<file path="src/rtl/rfg_axis_protocol_param_fifo_pkg.sv">
// Shared types and helpers for the rfg AXIS protocol FIFO.
//  fifo_depth()  : entry count for a given address width
//  margin_ok()   : legal range check for almost-full/almost-empty margins
//  fifo_status_t : status flags in status-register bit order
package rfg_axis_protocol_fifo_pkg;

  function automatic int fifo_depth(input int awidth);
    return 1 << awidth;
  endfunction

  function automatic bit margin_ok(input int margin, input int depth);
    return (margin >= 1) && (margin <= depth - 1);
  endfunction

  typedef struct packed {
    logic full;
    logic almost_full;
    logic empty;
    logic almost_empty;
    logic overflow;
    logic underflow;
  } fifo_status_t;

endpackage

</file>
<file path="src/rtl/rfg_axis_protocol_param_fifo_if.sv">
// FIFO request/status bundle.
//  master : producer/consumer side (drives flush/write/read)
//  slave  : FIFO side (drives read_value, count and flags)
interface rfg_axis_protocol_param_fifo_if #(
  parameter int DWIDTH = 8,
  parameter int AWIDTH = 2
);
  logic              flush;
  logic              write;
  logic [DWIDTH-1:0] write_value;
  logic              read;
  logic [DWIDTH-1:0] read_value;
  logic              full;
  logic              almost_full;
  logic              empty;
  logic              almost_empty;
  logic [AWIDTH:0]   count;
  logic              overflow;
  logic              underflow;

  modport master (
    output flush, write, write_value, read,
    input  read_value, full, almost_full, empty, almost_empty, count,
           overflow, underflow
  );

  modport slave (
    input  flush, write, write_value, read,
    output read_value, full, almost_full, empty, almost_empty, count,
           overflow, underflow
  );
endinterface

</file>
<file path="src/rtl/rfg_axis_protocol_param_fifo_mem.sv">
// FIFO storage: DEPTH x DWIDTH registers, one synchronous write port and one
// asynchronous read port. Not reset; stale words are masked by the empty flag.
//  clk      : write clock
//  we_i     : write enable
//  waddr_i  : write address
//  wdata_i  : write data
//  raddr_i  : read address
//  rdata_o  : read data (combinational)
module rfg_axis_protocol_fifo_mem #(
  parameter int DWIDTH = 8,
  parameter int AWIDTH = 2
) (
  input  logic              clk,
  input  logic              we_i,
  input  logic [AWIDTH-1:0] waddr_i,
  input  logic [DWIDTH-1:0] wdata_i,
  input  logic [AWIDTH-1:0] raddr_i,
  output logic [DWIDTH-1:0] rdata_o
);
  localparam int DEPTH = 1 << AWIDTH;

  logic [DWIDTH-1:0] mem_q [DEPTH];

  always_ff @(posedge clk) begin
    if (we_i) mem_q[waddr_i] <= wdata_i;
  end

  assign rdata_o = mem_q[raddr_i];
endmodule

</file>
<file path="src/rtl/rfg_axis_protocol_param_fifo.sv">
// First-word-fall-through FIFO with occupancy count, almost-full/empty margins,
// synchronous flush and sticky overflow/underflow flags.
//  clk  : clock, rising edge
//  res  : asynchronous active-high reset
//  bus  : request inputs (flush/write/write_value/read) and status outputs
//         (read_value, count, full/almost_full/empty/almost_empty,
//         overflow/underflow)
module rfg_axis_protocol_param_fifo
  import rfg_axis_protocol_fifo_pkg::*;
#(
  parameter int DWIDTH    = 8,
  parameter int AWIDTH    = 2,
  parameter int AF_MARGIN = 1,
  parameter int AE_MARGIN = 1
) (
  input  logic                   clk,
  input  logic                   res,
  rfg_axis_protocol_param_fifo_if.slave bus
);
  localparam int DEPTH = fifo_depth(AWIDTH);
  localparam int CW    = AWIDTH + 1;

  localparam fifo_status_t STATUS_RST = '{
    full: 1'b0, almost_full: 1'b0, empty: 1'b1, almost_empty: 1'b1,
    overflow: 1'b0, underflow: 1'b0
  };

  if (!margin_ok(AF_MARGIN, DEPTH)) begin : g_af_bad
    $error("AF_MARGIN must be within 1..DEPTH-1");
  end
  if (!margin_ok(AE_MARGIN, DEPTH)) begin : g_ae_bad
    $error("AE_MARGIN must be within 1..DEPTH-1");
  end

  logic [AWIDTH-1:0] wptr_q, wptr_d, rptr_q, rptr_d;
  logic [CW-1:0]     count_q, count_d;
  fifo_status_t      status_q, status_d;
  logic              rd_acc, wr_acc, mem_we;

  always_comb begin
    // A read at full frees a slot, so a same-cycle write still fits.
    rd_acc   = bus.read & ~status_q.empty;
    wr_acc   = bus.write & (~status_q.full | rd_acc);
    wptr_d   = wptr_q;
    rptr_d   = rptr_q;
    count_d  = count_q;
    mem_we   = 1'b0;
    if (bus.flush) begin
      wptr_d  = '0;
      rptr_d  = '0;
      count_d = '0;
    end else begin
      mem_we  = wr_acc;
      if (wr_acc) wptr_d = wptr_q + AWIDTH'(1);
      if (rd_acc) rptr_d = rptr_q + AWIDTH'(1);
      count_d = count_q + CW'(wr_acc) - CW'(rd_acc);
    end
    // Flags decode the next count so they move on the same edge as count.
    status_d.full         = (count_d == CW'(DEPTH));
    status_d.almost_full  = (count_d >= CW'(DEPTH - AF_MARGIN));
    status_d.empty        = (count_d == '0);
    status_d.almost_empty = (count_d <= CW'(AE_MARGIN));
    status_d.overflow     = ~bus.flush & (status_q.overflow  | (bus.write & ~wr_acc));
    status_d.underflow    = ~bus.flush & (status_q.underflow | (bus.read & status_q.empty));
  end

  always_ff @(posedge clk or posedge res) begin
    if (res) begin
      wptr_q   <= '0;
      rptr_q   <= '0;
      count_q  <= '0;
      status_q <= STATUS_RST;
    end else begin
      wptr_q   <= wptr_d;
      rptr_q   <= rptr_d;
      count_q  <= count_d;
      status_q <= status_d;
    end
  end

  rfg_axis_protocol_fifo_mem #(.DWIDTH(DWIDTH), .AWIDTH(AWIDTH)) u_mem (
    .clk     (clk),
    .we_i    (mem_we),
    .waddr_i (wptr_q),
    .wdata_i (bus.write_value),
    .raddr_i (rptr_q),
    .rdata_o (bus.read_value)
  );

  assign bus.count        = count_q;
  assign bus.full         = status_q.full;
  assign bus.almost_full  = status_q.almost_full;
  assign bus.empty        = status_q.empty;
  assign bus.almost_empty = status_q.almost_empty;
  assign bus.overflow     = status_q.overflow;
  assign bus.underflow    = status_q.underflow;
endmodule

</file>
<file path="src/flat_wrapper.sv">
// flat-port wrapper written by rule: the top's interface ports become plain ports
module rfg_axis_protocol_param_fifo_flat import rfg_axis_protocol_fifo_pkg::*;
#(
  parameter int DWIDTH    = 8,
  parameter int AWIDTH    = 2,
  parameter int AF_MARGIN = 1,
  parameter int AE_MARGIN = 1
)
  (clk, res, bus_flush, bus_write, bus_write_value, bus_read, bus_read_value, bus_full, bus_almost_full, bus_empty, bus_almost_empty, bus_count, bus_overflow, bus_underflow);
  rfg_axis_protocol_param_fifo_if #(.DWIDTH(DWIDTH), .AWIDTH(AWIDTH)) bus_i ();
  input  logic clk;
  input  logic res;
  input wire logic [$bits(bus_i.flush)-1:0] bus_flush;
  input wire logic [$bits(bus_i.write)-1:0] bus_write;
  input wire logic [$bits(bus_i.write_value)-1:0] bus_write_value;
  input wire logic [$bits(bus_i.read)-1:0] bus_read;
  output wire logic [$bits(bus_i.read_value)-1:0] bus_read_value;
  output wire logic [$bits(bus_i.full)-1:0] bus_full;
  output wire logic [$bits(bus_i.almost_full)-1:0] bus_almost_full;
  output wire logic [$bits(bus_i.empty)-1:0] bus_empty;
  output wire logic [$bits(bus_i.almost_empty)-1:0] bus_almost_empty;
  output wire logic [$bits(bus_i.count)-1:0] bus_count;
  output wire logic [$bits(bus_i.overflow)-1:0] bus_overflow;
  output wire logic [$bits(bus_i.underflow)-1:0] bus_underflow;
  assign bus_i.flush = bus_flush;
  assign bus_i.write = bus_write;
  assign bus_i.write_value = bus_write_value;
  assign bus_i.read = bus_read;
  assign bus_read_value = bus_i.read_value;
  assign bus_full = bus_i.full;
  assign bus_almost_full = bus_i.almost_full;
  assign bus_empty = bus_i.empty;
  assign bus_almost_empty = bus_i.almost_empty;
  assign bus_count = bus_i.count;
  assign bus_overflow = bus_i.overflow;
  assign bus_underflow = bus_i.underflow;
  rfg_axis_protocol_param_fifo #(.DWIDTH(DWIDTH), .AWIDTH(AWIDTH), .AF_MARGIN(AF_MARGIN), .AE_MARGIN(AE_MARGIN)) u_core (.clk(clk), .res(res), .bus(bus_i));
endmodule
</file>
<file path="config.mk">
export PLATFORM = sky130hd
export DESIGN_NAME = rfg_axis_protocol_param_fifo_flat
export DESIGN_NICKNAME = d
export VERILOG_FILES = /design/src/rtl/rfg_axis_protocol_param_fifo_pkg.sv /design/src/rtl/rfg_axis_protocol_param_fifo_if.sv /design/src/rtl/rfg_axis_protocol_param_fifo_mem.sv /design/src/rtl/rfg_axis_protocol_param_fifo.sv /design/src/flat_wrapper.sv
export SDC_FILE = /design/constraint.sdc
export NUM_CORES = 1
export LEC_CHECK = 0
export BUFFER_PORTS_ARGS = -buffer_cell sky130_fd_sc_hd__buf_2
export CAP_MARGIN = 30
export CORE_MARGIN = 4
export CORE_UTILIZATION = 55
export DETAILED_ROUTE_END_ITERATION = 16
export PLACE_DENSITY_LB_ADDON = 0.12
export SYNTH_ARGS = -nofsm -noshare
export SYNTH_HDL_FRONTEND = slang
export SYNTH_SLANG_ARGS = --single-unit
</file>
<file path="constraint.sdc">
create_clock -name clk -period 2.9 [get_ports clk]
set_input_delay 0 -clock clk [delete_from_list [all_inputs] [get_ports clk]]
set_output_delay 0 -clock clk [all_outputs]
set_load 0.03 [all_outputs]
</file>
# Word level (Yosys, flattened, before mapping)
# Memory sizes are Yosys's and may differ from the RTL's.
# Cells that the tools add are included.
totals:
  ramBits: 32
  output_inout_bits: 17
  rom_bits: 0
  latchBits: 0
  n_memories: 1
  inputBits: 13
  ff_bits: 13
  elab_cells: 41
op_classes:
  n_shift: 0
  div_mod_pow: 0
  mux: 8
  add_sub_neg: 4
  magnitude_cmp: 2
  reduce_logical: 3
  n_eq_ne: 1
  n_bitwise: 13
  multipliers: 0
memory_table:
  columns: ["name", "words", "word_bits", "rd", "rd_ports_with_merged_regs", "write_ports", "line_no", "source"]
  rows:
  - ["u_core.u_mem.mem_q", 4, 8, 1, 0, 1, "rfg_axis_protocol_param_fifo_mem.sv:22", "logic [DWIDTH-1:0] mem_q [DEPTH];"]
op_table:
  columns: ["cell", "count"]
  rows:
  - ["two-way mux 2 bit", 4]
  - ["AND 1 bit", 6]
  - ["adder 2 x 1 -> 2 bit, second input constant", 2]
  - ["inverter 1 bit", 4]
  - ["nonzero test 2 bit", 2]
  - ["adder 3 x 1 -> 3 bit", 1]
  - ["equality test 3 bit, second input constant", 1]
  - ["greater-or-equal comparator 3 x 2 -> 1 bit, second input constant", 1]
  - ["less-or-equal comparator 3 x 1 -> 1 bit, second input constant", 1]
  - ["logical NOT 3 bit", 1]
  - ["two-way mux 1 bit", 3]
  - ["two-way mux 3 bit", 1]
  - ["bitwise OR 1 bit", 3]
  - ["subtractor 3 x 1 -> 3 bit", 1]

# Depth between registers and ports, before layout
depth:
  word_depth: 8
  mapped_depth: 9
  mapped_depth_nobuf: 9

# Cells and area by module
# A second synthesis with hierarchy kept.
hier_totals:
  hier_cells: 98
  hier_area_um2: 1798.0
modules_own_cells:
  columns: ["module", "instances", "seq_area_each_um2", "cells_each", "area_each_um2"]
  rows:
  - ["rfg_axis_protocol_fifo_mem", 1, 960.9, 46, 1188.6]
  - ["rfg_axis_protocol_param_fifo", 1, 327.8, 52, 609.3]

# Worst setup path before layout
# OpenSTA, ideal clock, no wires.
synth_path:
  kind: "register -> register"
  start: "register u_core.status_q, in the netlist u_core.bus.empty"
  end: "register u_core.status_q, in the netlist u_core.bus.almost_full"
  setup_ns: 0.118
  stages_incl_launch_ff: 10
  required_ns: 2.782
  arrival_ns: 2.306
  setup_slack_ns: 0.476
  path_buffers: 0
  path_cell_list: "dfstp_2 -> nand2b_4 -> inv_1 -> ha_1 -> inv_1 -> ha_1 -> fa_1 -> xor3_2 -> nor2_4 -> a21o_1"
synth_lines:
  columns: ["element", "line_no", "source"]
  rows:
  - ["from (decl)", "rfg_axis_protocol_param_fifo.sv:37", "fifo_status_t status_q, status_d;"]
  - ["from (signal assigned)", "rfg_axis_protocol_param_fifo.sv:77", "status_q <= status_d;"]

==> results <==
- The area of the core is 0.003128 mm².
- Across the VDD grid, the largest voltage drop is between 0.5 and 0.6 mV.
- The register bit count reported by yosys is 45.
- The total vias in the final route is slightly below 1,000.
- The count of endpoints failing setup in the final report is 0.
- The maximum fanout encountered on the critical timing path is 4.
- The destination of the worst register-to-register timing path is u_core.bus.almost_full.
- The remaining global-route overflow is 0.
- The HPWL reported at the end of detailed placement is around 2200 µm.
- TritonCTS built the clock tree.
- Yosys mapped the design onto 27 distinct sky130hd cell types.
- The number of endpoints with negative hold slack in the final report is 0.
- The top cell types in the final layout, fill and taps aside, are sky130_fd_sc_hd__edfxtp_1, sky130_fd_sc_hd__buf_2, sky130_fd_sc_hd__dlygate4sd3_1.
- The routability-driven placement congestion ratio is about 0.74.
- After routing, the total negative slack on setup checks comes to 0 ns.
- At the later pin of the worst-skew pair, clock insertion delay measures around 0.34 ns.
- The cell count after placement is around 170.
- The average wire length per cell after detail routing is roughly 16 µm.
- Setup repair after global routing left no endpoint under its margin.
- The maximum number of pins on one net before global-route repair is 14.
- The top routing layer in use is met4.
- The number of max-slew violations in the final report is 0.
- The finished layout holds ~190 standard cells, fillers aside.
- The sequential fraction of the synthesis area is 0.6983.
- The cell chosen for the clock root is sky130_fd_sc_hd__clkbuf_4.
- Clock-pin slew was measured on the worst setup and hold paths at 0.11 ns.
- In the routed layout, each cell is associated on average with a via count of between 5 and 6.
- The buffers inserted during post-CTS setup optimization is 0.
- The layout overhead on the synthesized area is 19.05%.
- At the pin with the least slew margin, the transition time is ~0.65 ns.
- The repair_antennas step left the layout with diodes totalling 0.
- TritonCTS created 5 clock buffers.
- In this run the worst hold path is classified as in -> async.
- Measured against the total synthesized area, the mux share comes to 0.1037.
- The number of cell instances on the worst register-to-register path is 9.
- Detailed routing placed a total of about 1700 µm of wire on met2.
- In this run the tightest slew margin relative to its limit is 0.5643.
- The startpoint identified for the worst register-to-register timing path is u_core.bus.empty.
- The per-instance average area after synthesis is between 15 and 20 µm².
- After detailed routing, the number of remaining DRC violations is 0.
- The flow ran to the end, and the final reports show no timing, DRC or antenna violations.
- Of the available clock period, the critical path in the final layout requires 0.8261.
- The routed design uses 130 µm of met3 wire.
- The worst setup path is launched from a register.
- The final layout contains roughly 170 nets.
- The critical path in this run is classified as reg -> reg.
- The critical path starts at u_core.bus.empty.
- The first global-routing pass estimated 5423 µm of wire.
- CTS built an H-tree with a depth of 2.
- In the global route stage, overall resource usage came out at 0.1789.
- In this run the remaining antenna-violating nets after routing total 0.
- The post-synth design cell area is approximately 0.0018 mm².
- The cell count after synthesis is around 100.
- The net count of the mapped netlist is roughly 120.
- By area, the combinational part of the netlist is dominated by multiplexers.
- The capturing element type of the critical path is a register.
- Derived from the worst setup path, the maximum achievable clock frequency is around 0.42 GHz.
- After detailed placement, the total cell area comes to about 0.0020 mm².
- For this configuration, the core starts out at a cell density of 0.5900.
- In the post-route analysis, the smallest setup slack over all paths is around 0.50 ns.
- The post-route minimum period is 2.396 ns.
- The number of global-route vias before repair was ~1,100.
- The chip height is 65.93 µm.
- The total detailed-routing wirelength is 3151 µm.
- During synthesis, Yosys emitted a total of 0 warnings.
- The die covers 0.004346 mm².
- The area of all placed cells without fillers is between 0.002 and 0.0025 mm².
- The starting DRC count in detailed routing is 35.
- In this run the core area contains 20 standard-cell rows.
- Of the total synthesized cell area, the portion taken by AND, OR, NAND and NOR gates is 0.06102.
- The number of antenna violations at the first check in global routing is 0.
- Before CTS, the worst setup slack after placement is 0.4925 ns.
- In the final layout, the share of cells above drive strength 1 is 0.3221.
- The data arrival at the endpoint of the critical path is around 2.7 ns.
- The count of input and output buffers is 29.
- The number of clock sinks seen by CTS is between 40 and 50.
- The required time of the critical path is 3.15 ns.
- For this run, the detailed router's first-pass iteration total came to 2.
- The top-level I/O count is 30.
- Of the total synthesized cell area, the portion taken by XOR and XNOR cells is 0.02305.
- The length of routed wiring on met1 is about 1300 µm.
- Of the total synthesized cell area, the portion taken by full adders, half adders and majority gates is 0.05153.
- The final clock skew is approximately 0.0046 ns.
- Across all register-to-register paths, the minimum setup slack is 0.50 ns.
- The complex-gate fraction of the synthesized area is 0.02915.
- The x dimension of the die is approximately 66 µm.
- The number of maximum-capacitance constraint violations is 0.
- Power spread over the standard cell area amounts to slightly below 800 mW/mm².
- The static leakage is 0.8988 nW.
- Leaving out fill and tap cells, the most frequent cell in the layout is sky130_fd_sc_hd__edfxtp_1.
- The maximum count of clock buffers along a single path is 2.
-- final cells by class --
type / instances / area, µm²
fill: 223 / 930.9
clock inverter: 1 / 3.754
inverter: 10 / 37.54
sequential: 45 / 1289
timing repair buffer: 42 / 275.3
multi-input combinational: 45 / 495.5
tap: 44 / 55.05
clock buffer: 6 / 41.29
-- synthesized netlist by cell type --
library cell / count / share of area
sky130_fd_sc_hd__nand2b_4: 1 / 0.0075
sky130_fd_sc_hd__mux2_1: 1 / 0.0061
sky130_fd_sc_hd__mux4_2: 8 / 0.098
sky130_fd_sc_hd__a21oi_1: 1 / 0.0027
sky130_fd_sc_hd__o2111ai_1: 1 / 0.0047
sky130_fd_sc_hd__a21boi_4: 1 / 0.010
sky130_fd_sc_hd__nand3b_1: 1 / 0.0041
sky130_fd_sc_hd__xnor2_1: 1 / 0.0047
sky130_fd_sc_hd__xor2_1: 1 / 0.0047
sky130_fd_sc_hd__edfxtp_1: 32 / 0.52
sky130_fd_sc_hd__buf_4: 1 / 0.0041
sky130_fd_sc_hd__buf_2: 1 / 0.0027
sky130_fd_sc_hd__inv_1: 10 / 0.020
sky130_fd_sc_hd__nor3_1: 1 / 0.0027
sky130_fd_sc_hd__nor2_1: 10 / 0.020
sky130_fd_sc_hd__fa_1: 1 / 0.011
sky130_fd_sc_hd__nor2b_1: 2 / 0.0068
sky130_fd_sc_hd__nor2_4: 1 / 0.0061
sky130_fd_sc_hd__a21o_1: 1 / 0.0041
sky130_fd_sc_hd__dfrtp_1: 11 / 0.15
sky130_fd_sc_hd__ha_1: 6 / 0.041
sky130_fd_sc_hd__a31oi_1: 1 / 0.0034
sky130_fd_sc_hd__and3_1: 4 / 0.014
sky130_fd_sc_hd__dfstp_2: 2 / 0.028
sky130_fd_sc_hd__xor3_2: 1 / 0.014
sky130_fd_sc_hd__buf_6: 1 / 0.0061
sky130_fd_sc_hd__o31ai_1: 1 / 0.0041
-- metrics by stage --
| stage | hold WS [ns] | total power, W | util |
|---|---|---|---|
| finish | 0.2151 | 0.001705 | 0.7024 |
| global route | 0.2374 | 0.001808 | 0.7024 |
| CTS | 0.2058 | 0.001728 | 0.7024 |
| detailed placement | 0.05025 | 0.001451 | 0.6464 |
| global placement | 0.03832 | 0.001428 | 0.6464 |
| floorplan | -0.1245 | 0.001304 | - |
-- cell families (layout without fill, tap and decap cells) --
| group | Yosys count | in the layout |
|---|---|---|
| flip-flops | 45 | 45 |
| AND/OR/NAND/NOR | 20 | 20 |
| buffers and inverters | 13 | 59 |
| multiplexers | 9 | 9 |
| adder cells (fa/ha/maj) | 7 | 7 |
| AO/OA/AOI/OAI | 6 | 6 |
| XOR/XNOR | 3 | 3 |
-- critical path, cell delays in order (launching register included) --
cell and delay, ns:
sky130_fd_sc_hd__dfstp_2 0.56, sky130_fd_sc_hd__nand2b_4 0.15, sky130_fd_sc_hd__inv_1 0.08, sky130_fd_sc_hd__ha_1 0.28
sky130_fd_sc_hd__inv_1 0.04, sky130_fd_sc_hd__ha_1 0.20, sky130_fd_sc_hd__fa_1 0.36, sky130_fd_sc_hd__xor3_2 0.44
sky130_fd_sc_hd__nor2_4 0.05, sky130_fd_sc_hd__a21o_1 0.15
-- routing by layer --
layer  vias up  track usage
li1        466            -
met1       498       0.2186
met2        19       0.2941
met3         6      0.05782
met4         0      0.06995
met5         -            0
-- worst max path at each step --
stage,to,cells after the start
3_3_place_gp,u_core.bus.almost_full,9
4_1_cts,u_core.bus.almost_full,9
6_report,u_core.bus.almost_full,9
2_1_floorplan,u_core.bus.almost_full,9
5_1_grt,u_core.bus.almost_full,9
3_5_place_dp,u_core.bus.almost_full,9
-- state kept, by name (all words and copies together) (netlist names) --
register / cells
u_core.wptr_q: 2
u_core.bus.count: 3
u_core.bus.almost_full: 1
u_core.rptr_q: 2
u_core.bus.full: 1
u_core.bus.almost_empty: 1
u_core.bus.overflow: 1
u_core.u_mem.mem_q: 32
u_core.bus.empty: 1
u_core.bus.underflow: 1
-- where the power goes --
group,switching (W),internal [W],total (W)
clock network,0.000173,0.0000882,0.000261
logic,0.000346,0.000252,0.000597
registers,0.0000686,0.000778,0.000846
-- timing repair --
item	4_1_cts	5_1_grt
hold buffers	13	0
setup endpoints to repair	0	0
gates resized for setup	0	0
endpoints found under the hold margin	53	0
Power figures use the tool's default switching activity.
